File: config.mk
export PLATFORM = sky130hd
export DESIGN_NAME = axis_wrr_pkt_arbiter_flat
export DESIGN_NICKNAME = d
export VERILOG_FILES = /design/src/rtl/axis_wrr_pkt_arbiter_pkg.sv /design/src/rtl/axis_wrr_pkt_arbiter_if.sv /design/src/rtl/axis_wrr_pkt_arbiter_rr_pick.sv /design/src/rtl/axis_wrr_pkt_arbiter.sv /design/src/flat_wrapper.sv
export SDC_FILE = /design/constraint.sdc
export NUM_CORES = 1
export LEC_CHECK = 0
export ABC_CLOCK_PERIOD_IN_PS = 4500
export CAP_MARGIN = 20
export CORE_MARGIN = 2
export CORE_UTILIZATION = 31
export CTS_CLUSTER_SIZE = 20
export DETAILED_ROUTE_END_ITERATION = 8
export DONT_BUFFER_PORTS = 1
export GPL_ROUTABILITY_DRIVEN = 0
export PLACE_DENSITY_LB_ADDON = 0.08
export SYNTH_ARGS = -nofsm -noshare
export SYNTH_HDL_FRONTEND = slang
export SYNTH_SLANG_ARGS = --single-unit
File: constraint.sdc
create_clock -name axis_aclk -period 4.5 [get_ports axis_aclk]
set_input_delay 0.675 -clock axis_aclk [delete_from_list [all_inputs] [get_ports axis_aclk]]
set_output_delay 0.675 -clock axis_aclk [all_outputs]
set_load 0.02 [all_outputs]
File: src/rtl/axis_wrr_pkt_arbiter_pkg.sv
// Shared types and helpers for the packet-level WRR stream arbiter.
package axis_arb_pkg;

  typedef enum logic {
    ARB  = 1'b0,
    XFER = 1'b1
  } arb_state_e;

  // Index width that never collapses to zero bits.
  function automatic int clog2_min1(input int n);
    return (n <= 2) ? 1 : $clog2(n);
  endfunction

  localparam int DEF_N_PORTS  = 2;
  localparam int DEF_DATA_W   = 32;
  localparam int DEF_WEIGHT_W = 4;

  typedef logic [clog2_min1(DEF_N_PORTS)-1:0] port_idx_t;
  typedef logic [DEF_WEIGHT_W-1:0]            weight_t;

endpackage

File: src/rtl/axis_wrr_pkt_arbiter_if.sv
// Stream bundle around the arbiter: N slave inputs merged onto one master output.
// slave modport is the arbiter's view, master modport is the traffic side.
interface axis_wrr_pkt_arbiter_if
  import axis_arb_pkg::*;
#(
  parameter int N_PORTS = DEF_N_PORTS,
  parameter int DATA_W  = DEF_DATA_W
);
  localparam int IDX_W = clog2_min1(N_PORTS);

  logic [N_PORTS*DATA_W-1:0] s_axis_tdata;
  logic [N_PORTS-1:0]        s_axis_tvalid;
  logic [N_PORTS-1:0]        s_axis_tready;
  logic [N_PORTS-1:0]        s_axis_tlast;
  logic [DATA_W-1:0]         m_axis_tdata;
  logic                      m_axis_tvalid;
  logic                      m_axis_tready;
  logic                      m_axis_tlast;
  logic [IDX_W-1:0]          m_axis_tid;

  modport slave (
    input  s_axis_tdata, s_axis_tvalid, s_axis_tlast, m_axis_tready,
    output s_axis_tready, m_axis_tdata, m_axis_tvalid, m_axis_tlast, m_axis_tid
  );

  modport master (
    output s_axis_tdata, s_axis_tvalid, s_axis_tlast, m_axis_tready,
    input  s_axis_tready, m_axis_tdata, m_axis_tvalid, m_axis_tlast, m_axis_tid
  );

endinterface

File: src/rtl/axis_wrr_pkt_arbiter_rr_pick.sv
// Circular priority encoder: first set req bit at or after start_idx, wrapping.
module rr_pick
  import axis_arb_pkg::*;
#(
  parameter int N_PORTS = DEF_N_PORTS,
  parameter int IDX_W   = clog2_min1(N_PORTS)
) (
  input  logic [N_PORTS-1:0] req,
  input  logic [IDX_W-1:0]   start_idx,
  output logic               found,
  output logic [IDX_W-1:0]   idx
);

  // Scan offsets 0..N-1 from start_idx; the first hit wins.
  always_comb begin
    found = 1'b0;
    idx   = '0;
    for (int i = 0; i < N_PORTS; i++) begin
      int j;
      j = int'(start_idx) + i;
      if (j >= N_PORTS) j = j - N_PORTS;
      if (!found && req[j]) begin
        found = 1'b1;
        idx   = IDX_W'(j);
      end
    end
  end

endmodule

File: src/rtl/axis_wrr_pkt_arbiter.sv
// Packet-level weighted round-robin arbiter. A grant lasts from first beat to
// tlast; each grant turn carries a packet budget taken from cfg_weight.
module axis_wrr_pkt_arbiter
  import axis_arb_pkg::*;
#(
  parameter int N_PORTS  = DEF_N_PORTS,
  parameter int DATA_W   = DEF_DATA_W,
  parameter int WEIGHT_W = DEF_WEIGHT_W
) (
  input  logic                        axis_aclk,
  input  logic                        axis_areset,
  axis_wrr_pkt_arbiter_if.slave       axis,
  input  logic [N_PORTS*WEIGHT_W-1:0] cfg_weight,
  output logic                        busy
);

  localparam int IDX_W = clog2_min1(N_PORTS);

  arb_state_e                         state, state_nx;
  logic [IDX_W-1:0]                   grant, grant_nx, start_idx, pick_idx;
  logic [WEIGHT_W-1:0]                credit, credit_nx, pick_w;
  logic                               picked, picked_nx;
  logic                               pick_found;
  logic [N_PORTS-1:0][DATA_W-1:0]     s_data;
  logic [N_PORTS-1:0][WEIGHT_W-1:0]   cfg_w;
  logic [N_PORTS-1:0]                 s_tready;
  logic                               m_tvalid;

  assign s_data = axis.s_axis_tdata;
  assign cfg_w  = cfg_weight;

  // Until the first pick after reset the scan starts at port 0; afterwards
  // it starts just past the current grant so the turn rotates.
  assign start_idx = !picked                        ? '0 :
                     (grant == IDX_W'(N_PORTS - 1)) ? '0 : grant + 1'b1;

  rr_pick #(.N_PORTS(N_PORTS), .IDX_W(IDX_W)) u_pick (
    .req       (axis.s_axis_tvalid),
    .start_idx (start_idx),
    .found     (pick_found),
    .idx       (pick_idx)
  );

  assign pick_w = cfg_w[pick_idx];

  // Next-state, grant/credit update and the pass-through handshake.
  always_comb begin
    state_nx  = state;
    grant_nx  = grant;
    credit_nx = credit;
    picked_nx = picked;
    m_tvalid  = 1'b0;
    s_tready  = '0;
    case (state)
      ARB: begin
        if (credit != '0 && axis.s_axis_tvalid[grant]) begin
          credit_nx = credit - 1'b1;
          state_nx  = XFER;
        end else if (pick_found) begin
          grant_nx  = pick_idx;
          // Weight 0 behaves as 1; 2^W-1 leaves 2^W-2, so no overflow.
          credit_nx = (pick_w == '0) ? '0 : pick_w - 1'b1;
          picked_nx = 1'b1;
          state_nx  = XFER;
        end
      end
      XFER: begin
        m_tvalid        = axis.s_axis_tvalid[grant];
        s_tready[grant] = axis.m_axis_tready;
        if (m_tvalid && axis.m_axis_tready && axis.s_axis_tlast[grant])
          state_nx = ARB;
      end
      default: state_nx = ARB;
    endcase
  end

  // State, grant and credit registers; reset aborts any packet in flight.
  always_ff @(posedge axis_aclk) begin
    if (axis_areset) begin
      state  <= ARB;
      grant  <= '0;
      credit <= '0;
      picked <= 1'b0;
    end else begin
      state  <= state_nx;
      grant  <= grant_nx;
      credit <= credit_nx;
      picked <= picked_nx;
    end
  end

  assign axis.s_axis_tready = s_tready;
  assign axis.m_axis_tvalid = m_tvalid;
  assign axis.m_axis_tdata  = s_data[grant];
  assign axis.m_axis_tlast  = (state == XFER) && axis.s_axis_tlast[grant];
  assign axis.m_axis_tid    = grant;
  assign busy               = (state == XFER);

endmodule

File: src/flat_wrapper.sv
// flat-port wrapper written by rule: the top's interface ports become plain ports
module axis_wrr_pkt_arbiter_flat import axis_arb_pkg::*;
#(
  parameter int N_PORTS  = DEF_N_PORTS,
  parameter int DATA_W   = DEF_DATA_W,
  parameter int WEIGHT_W = DEF_WEIGHT_W
)
  (axis_aclk, axis_areset, cfg_weight, busy, axis_s_axis_tdata, axis_s_axis_tvalid, axis_s_axis_tlast, axis_m_axis_tready, axis_s_axis_tready, axis_m_axis_tdata, axis_m_axis_tvalid, axis_m_axis_tlast, axis_m_axis_tid);
  axis_wrr_pkt_arbiter_if #(.N_PORTS(N_PORTS), .DATA_W(DATA_W)) axis_i ();
  input  logic axis_aclk;
  input  logic axis_areset;
  input  logic [N_PORTS*WEIGHT_W-1:0] cfg_weight;
  output logic busy;
  input wire logic [$bits(axis_i.s_axis_tdata)-1:0] axis_s_axis_tdata;
  input wire logic [$bits(axis_i.s_axis_tvalid)-1:0] axis_s_axis_tvalid;
  input wire logic [$bits(axis_i.s_axis_tlast)-1:0] axis_s_axis_tlast;
  input wire logic [$bits(axis_i.m_axis_tready)-1:0] axis_m_axis_tready;
  output wire logic [$bits(axis_i.s_axis_tready)-1:0] axis_s_axis_tready;
  output wire logic [$bits(axis_i.m_axis_tdata)-1:0] axis_m_axis_tdata;
  output wire logic [$bits(axis_i.m_axis_tvalid)-1:0] axis_m_axis_tvalid;
  output wire logic [$bits(axis_i.m_axis_tlast)-1:0] axis_m_axis_tlast;
  output wire logic [$bits(axis_i.m_axis_tid)-1:0] axis_m_axis_tid;
  assign axis_i.s_axis_tdata = axis_s_axis_tdata;
  assign axis_i.s_axis_tvalid = axis_s_axis_tvalid;
  assign axis_i.s_axis_tlast = axis_s_axis_tlast;
  assign axis_i.m_axis_tready = axis_m_axis_tready;
  assign axis_s_axis_tready = axis_i.s_axis_tready;
  assign axis_m_axis_tdata = axis_i.m_axis_tdata;
  assign axis_m_axis_tvalid = axis_i.m_axis_tvalid;
  assign axis_m_axis_tlast = axis_i.m_axis_tlast;
  assign axis_m_axis_tid = axis_i.m_axis_tid;
  axis_wrr_pkt_arbiter #(.N_PORTS(N_PORTS), .DATA_W(DATA_W), .WEIGHT_W(WEIGHT_W)) u_core (.axis_aclk(axis_aclk), .axis_areset(axis_areset), .axis(axis_i), .cfg_weight(cfg_weight), .busy(busy));
endmodule
==> reports/results.tsv, run 1 <==
stage	metric	value	unit
synthesis	Syn Area/Cell	8.78	um^2
synthesis	number of distinct library cells after synthesis	32	
sta	Final Slew Violations	0	
final_layout	nets	190	
outcome	status	completed	
cts	TritonCTS buffer count	3	
placed_design	Cells after DPL	138	
sta	Setup Total Neg Slack	0	ns
critical_path	worst endpoint required time	3.83	ns
routing	Final ANT Viol Nets	0	
cts	setup bufs post-CTS	0	
floorplan	Die Y	59.6	um
routing	DR WL/cell	16.6	um
sta	final-report hold violation count	0	
synthesis	dominant cell type by area after synthesis	mux2_2	
power_and_ir_drop	sequential share of power	31.3	%
critical_path	crit path from	u_core.axis.m_axis_tid$_SDFFE_PP0P_	
power_and_ir_drop	Pwr Density	293	mW/mm^2
placed_design	HPWL Detailed	1.91	mm
critical_path	worst reg2reg path depth	5	
critical_path	CP Capture Type	primary output	
cts	clock tree sinks	7	
synthesis	Mapped Area	957	um^2
grt	All-Layer GR Usage	11.8	%
routing	# DRC	0	
cts	Root Buffer	clkbuf_4	
grt	gr ovfl total	0	
critical_path	worst flop-to-flop path endpoint	u_core.credit[0]$_SDFFE_PP0P_	
floorplan	DIE WIDTH	59.6	um
cts	cts-stage hold buffer count	0	
worst_hold_path	hold crit path type	in -> reg	
final_layout	share of cells above drive strength 1	40.4	%
sta	skew final	0.00845	ns
synthesis	post-synthesis register bit count	7	
critical_path	worst-path fanout max	41	
worst_hold_path	Hold Startpoint	axis_areset	
routing	via/cell ratio	5.92	
synthesis	Syn Inst Count	109	
floorplan	Ports	117	
critical_path	Worst R2R Setup Slack	2.40	ns
final_layout	ANT cells	0	
job	# Max-Cap Violations	0	
synthesis	top cell type's share of synthesized area	37.6	%
synthesis	Mapped Nets	189	
final_layout	Final Non-Filler Cells	142	
critical_path	worst r2r src	u_core.axis.m_axis_tid$_SDFFE_PP0P_	
critical_path	critical path arrival	1.80	ns
synthesis	Synth top cells by count	mux2_2, nor2_1, dfxtp_1	
sta	Tcrit/Tclk final	54.9	%
synthesis	Synthesis Warnings	0	
sta	slew margin rel.	38.9	%
floorplan	die area	0.00355	mm^2
power_and_ir_drop	Comb power frac	49.3	%
grt	initial antenna violation count	0	
critical_path	startpoint types	flop	
routing	drt first pass iters	6	
cts	clk_lat worst skew	0.25	ns
worst_hold_path	worst hold path depth	1	
cts	clock tree buffer depth	2	
floorplan	core region area	0.00300	mm^2
cts	Clock H-tree levels	1	
power_and_ir_drop	Int Pwr	167	uW
placed_design	IO Port Bufs	0	
critical_path	critical path class	reg -> out	
routing	via count	840	
synthesis	count leader, synth	mux2_2	
floorplan	row count	20	
cts	CTS tree	done	
power_and_ir_drop	switch share	43.2	%
grt	first-pass GRT wire length	3.12	mm
synthesis	register area share after synthesis	14.6	%
final_layout	area grow syn2layout	5.10	%
grt	vias in the first global route	709	
power_and_ir_drop	Psw	127	uW
routing	Iter 0 DRT Violations	33	
synthesis	Synth Flop Type	dfxtp_1	
floorplan	effective utilization at floorplan	31.9	%
sta	actual slew at the worst max-slew pin	0.916	ns
worst_hold_path	WHS Endpoint	u_core.axis.m_axis_tid$_SDFFE_PP0P_	
synthesis	number of enable flip-flop cells after synthesis	0	
power_and_ir_drop	Worst VDD drop	0.000109	V
synthesis	largest cells by area after synthesis	mux2_2, dfxtp_1, nor2_1, mux2i_1, nor3_1	
cts	post-CTS sizing	0	
routing	Post-Route WL	2.36	mm
grt	largest net degree at the start of global routing	42	
sta	crit path time final	2.47	ns
power_and_ir_drop	leak pwr	0.000348	uW
sta	RSZ-0062 raised after global routing	false	
power_and_ir_drop	clock share of power	19.4	%
cts	Worst-path clk slew	0.06	ns
sta	# setup viols final	0	
synthesis	fraction of registers with async set/reset	0	%
sta	fmax	405	MHz
==> worst max path at each step <==
| stage | end | slack, ns | cells after the start |
|---|---|---|---|
| finish | axis_m_axis_tvalid | 2.03 | 2 |
| global route | axis_m_axis_tlast | 1.92 | 2 |
| CTS | axis_m_axis_tvalid | 2.00 | 2 |
| detailed placement | axis_m_axis_tvalid | 2.29 | 2 |
| global placement | axis_m_axis_tvalid | 2.32 | 2 |
| floorplan | axis_m_axis_tdata[10] | 2.45 | 3 |
==> cell usage in the layout (no fill, tap or decap) <==
cell type,n
or2_4,1
a21boi_4,1
nand2b_4,1
nand3b_1,1
a211oi_1,1
a221oi_1,1
mux2i_1,5
dfxtp_1,6
and2_1,1
inv_1,2
mux2_4,1
mux2_2,32
o21ai_1,2
nor3_1,5
o311a_1,1
a21oi_1,3
o21ai_4,1
a221oi_2,1
ha_1,1
o21ai_0,5
dfxtp_2,1
nand2_1,5
and3_1,1
a31oi_1,1
clkbuf_4,3
nand2b_1,1
nand3_1,2
mux2_1,1
and2_2,1
nor2b_1,3
clkbuf_1,1
o31ai_1,1
nor4b_2,1
nor2_1,15
==> cell families after synthesis <==
logic type                 share of synthesized area (%)
muxes                                               45.6
and+or+nand+nor                                     20.9
AOI/OAI and AO/OA                                   14.6
DFF                                                 14.6
buffers and inverters                               2.88
adders and majority gates                           1.31
==> layer usage <==
layer | part of all wire, % | vias to the layer above | GRT usage (%) | wire length, um
met2 | 48 | 73 | 19.9 | 1140
met5 | 0 | - | 0 | 0
li1 | - | 402 | - | -
met1 | 39 | 361 | 14.2 | 915
met4 | 2.3 | 0 | 7.62 | 55
met3 | 11 | 4 | 1.09 | 251
==> state kept, by name, summed over array words and instances (netlist names) <==
| register | cells |
|---|---|
| u_core.axis.m_axis_tid | 1 |
| u_core.busy | 1 |
| u_core.credit | 4 |
| u_core.picked | 1 |
==> layout make-up <==
cell class	count	area, um^2
inverter	2	7.51
multi-input combinational	96	790
fill	309	2000
clock buffer	4	26.3
sequential	7	141
tap	33	41.3
==> worst max-delay path, cell delays in order, from the launching register on <==
cell and delay, ns:
dfxtp_2 0.93, mux2_4 0.38, and2_1 0.23
==> power groups by stage <==
stage / combinational, uW / sequential [uW] / clock [uW]
5_1_grt: 159 / 94.9 / 61.1
4_1_cts: 147 / 92.2 / 58.6
3_3_place_gp: 147 / 92.7 / 0
2_1_floorplan: 142 / 81.8 / 0
3_5_place_dp: 146 / 93.5 / 0
6_report: 145 / 92.1 / 57.1
==> metrics by stage <==
step           setup slack (ns)  utilization (%)  area [um^2]  hold WS, ns  total power, uW
2_1_floorplan              2.45                -          957        0.450              223
3_3_place_gp               2.32             32.6          980        0.467              239
3_5_place_dp               2.29             32.6          980        0.478              239
4_1_cts                    2.00             33.5         1010        0.476              298
5_1_grt                    1.92             33.5         1010        0.472              315
6_report                   2.03             33.5         1010        0.481              294
(Power assumes the default switching activity.)
==> run 2: changes to the inputs <==
--- a/config.mk
+++ b/config.mk
@@ -5,7 +5,7 @@
 export SDC_FILE = /design/constraint.sdc
 export NUM_CORES = 1
 export LEC_CHECK = 0
-export ABC_CLOCK_PERIOD_IN_PS = 4500
+export ABC_CLOCK_PERIOD_IN_PS = 2200
 export CAP_MARGIN = 20
 export CORE_MARGIN = 2
 export CORE_UTILIZATION = 31
==> constraint.sdc (replaced) <==
create_clock -name axis_aclk -period 2.2 [get_ports axis_aclk]
set_input_delay 0.33 -clock axis_aclk [delete_from_list [all_inputs] [get_ports axis_aclk]]
set_output_delay 0.33 -clock axis_aclk [all_outputs]
set_load 0.02 [all_outputs]
==> reports/results.tsv, run 2 (same netlist as run 1, synthesis figures left out) <==
stage	metric	value	unit
outcome	status	completed	
grt	vias in the first global route	742	
critical_path	critical path class	reg -> out	
sta	fmax	579	MHz
sta	Setup Total Neg Slack	0	ns
cts	TritonCTS buffer count	3	
final_layout	largest register by flop count	u_core.credit	
routing	via count	840	
power_and_ir_drop	sequential share of power	27.5	%
cts	setup bufs post-CTS	0	
cts	clock tree sinks	7	
final_layout	ANT cells	0	
power_and_ir_drop	clock share of power	19.5	%
routing	Iter 0 DRT Violations	23	
power_and_ir_drop	leak pwr	0.000359	uW
floorplan	DIE WIDTH	59.6	um
grt	gr ovfl total	0	
cts	clock tree buffer depth	2	
placed_design	IO Port Bufs	0	
routing	met1 wire length	952	um
placed_design	HPWL Detailed	1.94	mm
routing	drt first pass iters	4	
sta	actual slew at the worst max-slew pin	0.405	ns
routing	Final ANT Viol Nets	0	
power_and_ir_drop	Psw	259	uW
sta	Hold Slack	0.136	ns
floorplan	core region area	0.00300	mm^2
grt	All-Layer GR Usage	11.3	%
placed_design	dpl ws	0.691	ns
cts	CTS tree	done	
routing	top layer in use	met4	
routing	Post-Route WL	2.31	mm
critical_path	sequence of cells on the critical path	buf_4 > mux2i_1 > nor2b_1	
cts	clk_lat worst skew	0.25	ns
power_and_ir_drop	Worst VDD drop	0.000209	V
floorplan	Ports	117	
placed_design	Cells after DPL	140	
critical_path	worst reg2reg path depth	7	
floorplan	effective utilization at floorplan	31.9	%
final_layout	area grow syn2layout	6.67	%
critical_path	worst endpoint required time	1.87	ns
routing	DR WL/cell	16.0	um
cts	post-CTS sizing	0	
sta	crit path time final	1.73	ns
grt	largest net degree at the start of global routing	30	
sta	Final Slew Violations	0	
worst_hold_path	worst hold path depth	1	
worst_hold_path	hold crit path type	in -> reg	
floorplan	die area	0.00355	mm^2
grt	first-pass GRT wire length	3.08	mm
final_layout	max reg flops	4	
sta	skew final	0.00191	ns
grt	initial antenna violation count	0	
sta	RSZ-0062 raised after global routing	false	
power_and_ir_drop	Pwr Density	592	mW/mm^2
critical_path	startpoint types	flop	
final_layout	commonest non-fill, non-tap cell in the layout	mux2_2	
critical_path	critical path arrival	1.40	ns
critical_path	CP max-delay cell	dfxtp_2	
cts	Worst-path clk slew	0.05	ns
floorplan	row count	20	
final_layout	post-route design area	0.00102	mm^2
sta	final-report hold violation count	0	
job	# Max-Cap Violations	0	
final_layout	share of cells above drive strength 1	41.4	%
sta	# setup viols final	0	
routing	routed wl met3	232	um
cts	Root Buffer	clkbuf_4	
routing	# DRC	0	
power_and_ir_drop	Comb power frac	52.9	%
cts	Clock H-tree levels	1	
placed_design	dpl cell area	995	um^2
sta	slew margin rel.	72.9	%
critical_path	worst-path fanout max	29	
final_layout	Final Non-Filler Cells	144	
sta	Final WS setup	0.473	ns
critical_path	slowest cell delay on critical path	0.35	ns
routing	via/cell ratio	5.83	
critical_path	CP Capture Type	primary output	
sta	Tcrit/Tclk final	78.5	%
cts	cts-stage hold buffer count	0	
final_layout	nets	192	
final_layout	most frequent cells in the layout	mux2_2, nor2_1, dfxtp_1	
power_and_ir_drop	Int Pwr	345	uW
power_and_ir_drop	switch share	42.9	%
floorplan	Die Y	59.6	um
routing	metal2 WL	1.10	mm
[run 2: cell count changes in the layout (fill, tap and decap cells not counted), sizes merged]
cell,previous run,this run
buf,0,2
[run 2: path summary, 6_finish.rpt]
path	startpoint	endpoint	slack [ns]
max reg2reg	u_core.credit[0]$_SDFFE_PP0P_	u_core.credit[0]$_SDFFE_PP0P_	0.69
max	u_core.axis.m_axis_tid$_SDFFE_PP0P_	axis_m_axis_tlast	0.47
min reg2reg	u_core.credit[1]$_SDFFE_PP0P_	u_core.credit[1]$_SDFFE_PP0P_	0.49
min	axis_areset	u_core.axis.m_axis_tid$_SDFFE_PP0P_	0.14
[run 2: metal layers]
layer / global-route usage, % / vias up
met4: 4.76 / 0
met5: 0 / -
met3: 1.97 / 4
li1: - / 404
met1: 14.2 / 367
met2: 18.7 / 65
[run 2: worst max-delay path, delay by kind of cell (launching register included)]
kind / cells / cell delay [ns]
buffers and inverters: 1 / 0.32
muxes: 1 / 0.12
and+or+nand+nor: 1 / 0.35
DFF: 1 / 0.35
[run 2: through the flow]
stage | power, uW | utilization (%)
5_1_grt | 648 | 34.0
4_1_cts | 611 | 34.0
3_3_place_gp | 492 | 33.1
6_report | 605 | 34.0
3_5_place_dp | 490 | 33.1
2_1_floorplan | 457 | -
[run 2: power groups by stage]
| stage | sequential (uW) | combinational (uW) | clock [uW] |
|---|---|---|---|
| after floorplan | 167 | 290 | 0 |
| after global placement | 170 | 322 | 0 |
| after detailed placement | 169 | 321 | 0 |
| after CTS | 167 | 323 | 120 |
| after global routing | 170 | 351 | 127 |
| final | 166 | 320 | 118 |
[run 2: cell type report]
cell class              count  area (um^2)
clock buffers               4         26.3
well taps                  33         41.3
inverters                   2         7.51
repair buffers              2         15.0
multi-input cells          96          790
flip-flops and latches      7          141
fillers                   308         1980
==> run 3: changes to the inputs <==
--- a/config.mk
+++ b/config.mk
@@ -5,7 +5,7 @@
 export SDC_FILE = /design/constraint.sdc
 export NUM_CORES = 1
 export LEC_CHECK = 0
-export ABC_CLOCK_PERIOD_IN_PS = 2200
+export ABC_CLOCK_PERIOD_IN_PS = 1420
 export CAP_MARGIN = 20
 export CORE_MARGIN = 2
 export CORE_UTILIZATION = 31
==> constraint.sdc (replaced) <==
create_clock -name axis_aclk -period 1.42 [get_ports axis_aclk]
set_input_delay 0.213 -clock axis_aclk [delete_from_list [all_inputs] [get_ports axis_aclk]]
set_output_delay 0.213 -clock axis_aclk [all_outputs]
set_load 0.02 [all_outputs]
==> reports/results.tsv, run 3 (same netlist as run 1, synthesis figures left out) <==
stage	metric	value	unit
outcome	status	finished with violations	
outcome	failing checks	negative setup slack	
cts	clock tree buffer depth	2	
final_layout	max reg flops	4	
final_layout	ANT cells	0	
power_and_ir_drop	switch share	40.8	%
critical_path	worst-path fanout max	21	
critical_path	startpoint types	flop	
job	# Max-Cap Violations	0	
cts	cts-stage hold buffer count	0	
critical_path	CP Capture Type	primary output	
placed_design	HPWL Detailed	2.04	mm
cts	clk_lat worst skew	0.26	ns
critical_path	worst flop-to-flop path endpoint	u_core.credit[2]$_SDFFE_PP0P_	
critical_path	sequence of cells on the critical path	buf_12 > mux2_2	
final_layout	area grow syn2layout	25.1	%
sta	crit path time final	1.46	ns
critical_path	worst r2r src	u_core.credit[1]$_SDFFE_PP0P_	
routing	via count	903	
sta	Final WS setup	-0.0440	ns
routing	Final ANT Viol Nets	0	
cts	Root Buffer	clkbuf_4	
critical_path	worst reg2reg path depth	7	
floorplan	die area	0.00355	mm^2
grt	vias in the first global route	760	
grt	gr ovfl total	0	
sta	actual slew at the worst max-slew pin	0.353	ns
power_and_ir_drop	Worst VDD drop	0.000350	V
sta	slew margin rel.	76.4	%
cts	Worst-path clk slew	0.06	ns
sta	Final Slew Violations	0	
worst_hold_path	Hold Startpoint	axis_areset	
final_layout	commonest non-fill, non-tap cell in the layout	mux2_2	
sta	Tcrit/Tclk final	103	%
critical_path	critical path arrival	1.25	ns
floorplan	Die Y	59.6	um
critical_path	slowest cell delay on critical path	0.41	ns
floorplan	row count	20	
critical_path	CP max-delay cell	mux2_2	
routing	# DRC	0	
routing	Iter 0 DRT Violations	16	
cts	CTS tree	done	
cts	TritonCTS buffer count	3	
final_layout	nets	201	
power_and_ir_drop	sequential share of power	23.1	%
final_layout	share of cells above drive strength 1	54.2	%
final_layout	largest register by flop count	u_core.credit	
critical_path	Worst R2R Setup Slack	-0.01	ns
power_and_ir_drop	leak pwr	0.000456	uW
cts	Clock H-tree levels	1	
worst_hold_path	WHS Endpoint	u_core.axis.m_axis_tid$_SDFFE_PP0P_	
sta	Hold Slack	0.0118	ns
grt	largest net degree at the start of global routing	22	
routing	via/cell ratio	5.90	
sta	# setup viols final	26	
floorplan	DIE WIDTH	59.6	um
sta	RSZ-0062 raised after global routing	true	
power_and_ir_drop	Comb power frac	60.2	%
sta	Setup Total Neg Slack	-0.951	ns
final_layout	post-route design area	0.00120	mm^2
power_and_ir_drop	Int Pwr	655	uW
final_layout	most frequent cells in the layout	mux2_2, nor2_1, mux2_4, buf_4	
power_and_ir_drop	clock share of power	16.8	%
grt	first-pass GRT wire length	3.19	mm
critical_path	critical path class	reg -> out	
placed_design	IO Port Bufs	0	
grt	All-Layer GR Usage	12.1	%
worst_hold_path	worst hold path depth	1	
sta	fmax	683	MHz
placed_design	dpl cell area	0.00105	mm^2
floorplan	effective utilization at floorplan	31.9	%
floorplan	Ports	117	
routing	DR WL/cell	16.6	um
sta	skew final	0.00497	ns
grt	initial antenna violation count	0	
sta	final-report hold violation count	0	
power_and_ir_drop	Pwr Density	924	mW/mm^2
floorplan	core region area	0.00300	mm^2
cts	clock tree sinks	7	
routing	drt first pass iters	4	
routing	Post-Route WL	2.54	mm
worst_hold_path	hold crit path type	in -> reg	
critical_path	worst endpoint required time	1.21	ns
power_and_ir_drop	Psw	451	uW
-- run 3: cell count changes in the layout (fill, tap and decap cells not counted), sizes merged --
| cell | before | now |
|---|---|---|
| buf | 2 | 11 |
-- run 3: repair_timing --
action | CTS | global route
pin swaps | 2 | 4
resized for setup | 12 | 20
setup buffers | 0 | 2
hold endpoints to repair | 0 | 0
setup endpoints to repair | 37 | 39
-- run 3: final cells by class --
type / instances / area, um^2
Clock buffer: 4 / 26.3
Fill cell: 312 / 1810
Inverter: 2 / 7.51
Multi-Input combinational cell: 96 / 867
Sequential cell: 7 / 145
Tap cell: 33 / 41.3
Timing Repair Buffer: 11 / 110
-- run 3: layer usage --
metal | routed length, um | GRT usage [%] | part of all wire (%)
met5 | 0 | 0 | 0
met4 | 22 | 4.76 | 0.87
met3 | 206 | 2.62 | 8.1
met2 | 1450 | 21.8 | 57
met1 | 865 | 13.7 | 34
-- run 3: worst max path at each step --
stage	startpoint	end	cells after the start
after CTS	u_core.axis.m_axis_tid$_SDFFE_PP0P_	axis_m_axis_tdata[31]	2
after floorplan	u_core.axis.m_axis_tid$_SDFFE_PP0P_	u_core.credit[0]$_SDFFE_PP0P_	5
after global placement	u_core.credit[1]$_SDFFE_PP0P_	u_core.credit[2]$_SDFFE_PP0P_	7
after detailed placement	u_core.credit[1]$_SDFFE_PP0P_	u_core.axis.m_axis_tid$_SDFFE_PP0P_	7
after global routing	u_core.credit[1]$_SDFFE_PP0P_	u_core.credit[0]$_SDFFE_PP0P_	8
final	u_core.axis.m_axis_tid$_SDFFE_PP0P_	axis_m_axis_tdata[8]	2
-- run 3: stage by stage --
| stage | power [uW] | instances | worst slack (ns) | util [%] |
|---|---|---|---|---|
| 6_report | 1110 | 153 | -0.0440 | 39.9 |
| 3_5_place_dp | 800 | 147 | -0.00811 | 35.0 |
| 3_3_place_gp | 802 | 147 | -0.00256 | 35.0 |
| 4_1_cts | 1010 | 151 | -0.0412 | 37.1 |
| 2_1_floorplan | 714 | 109 | 0.0111 | - |
| 5_1_grt | 1170 | 153 | -0.0790 | 39.9 |
-- run 3: power by group through the flow --
stage | Sequential [uW] | Combinational [uW] | Clock, uW
finish | 255 | 666 | 186
global route | 260 | 716 | 196
CTS | 252 | 571 | 191
floorplan | 260 | 454 | 0
global placement | 254 | 548 | 0
detailed placement | 255 | 546 | 0
-- run 3: critical path: cells and delay by family (launching register included) --
family / cells / cell delay, ns
muxes: 1 / 0.41
DFF: 1 / 0.39
buffers and inverters: 1 / 0.18
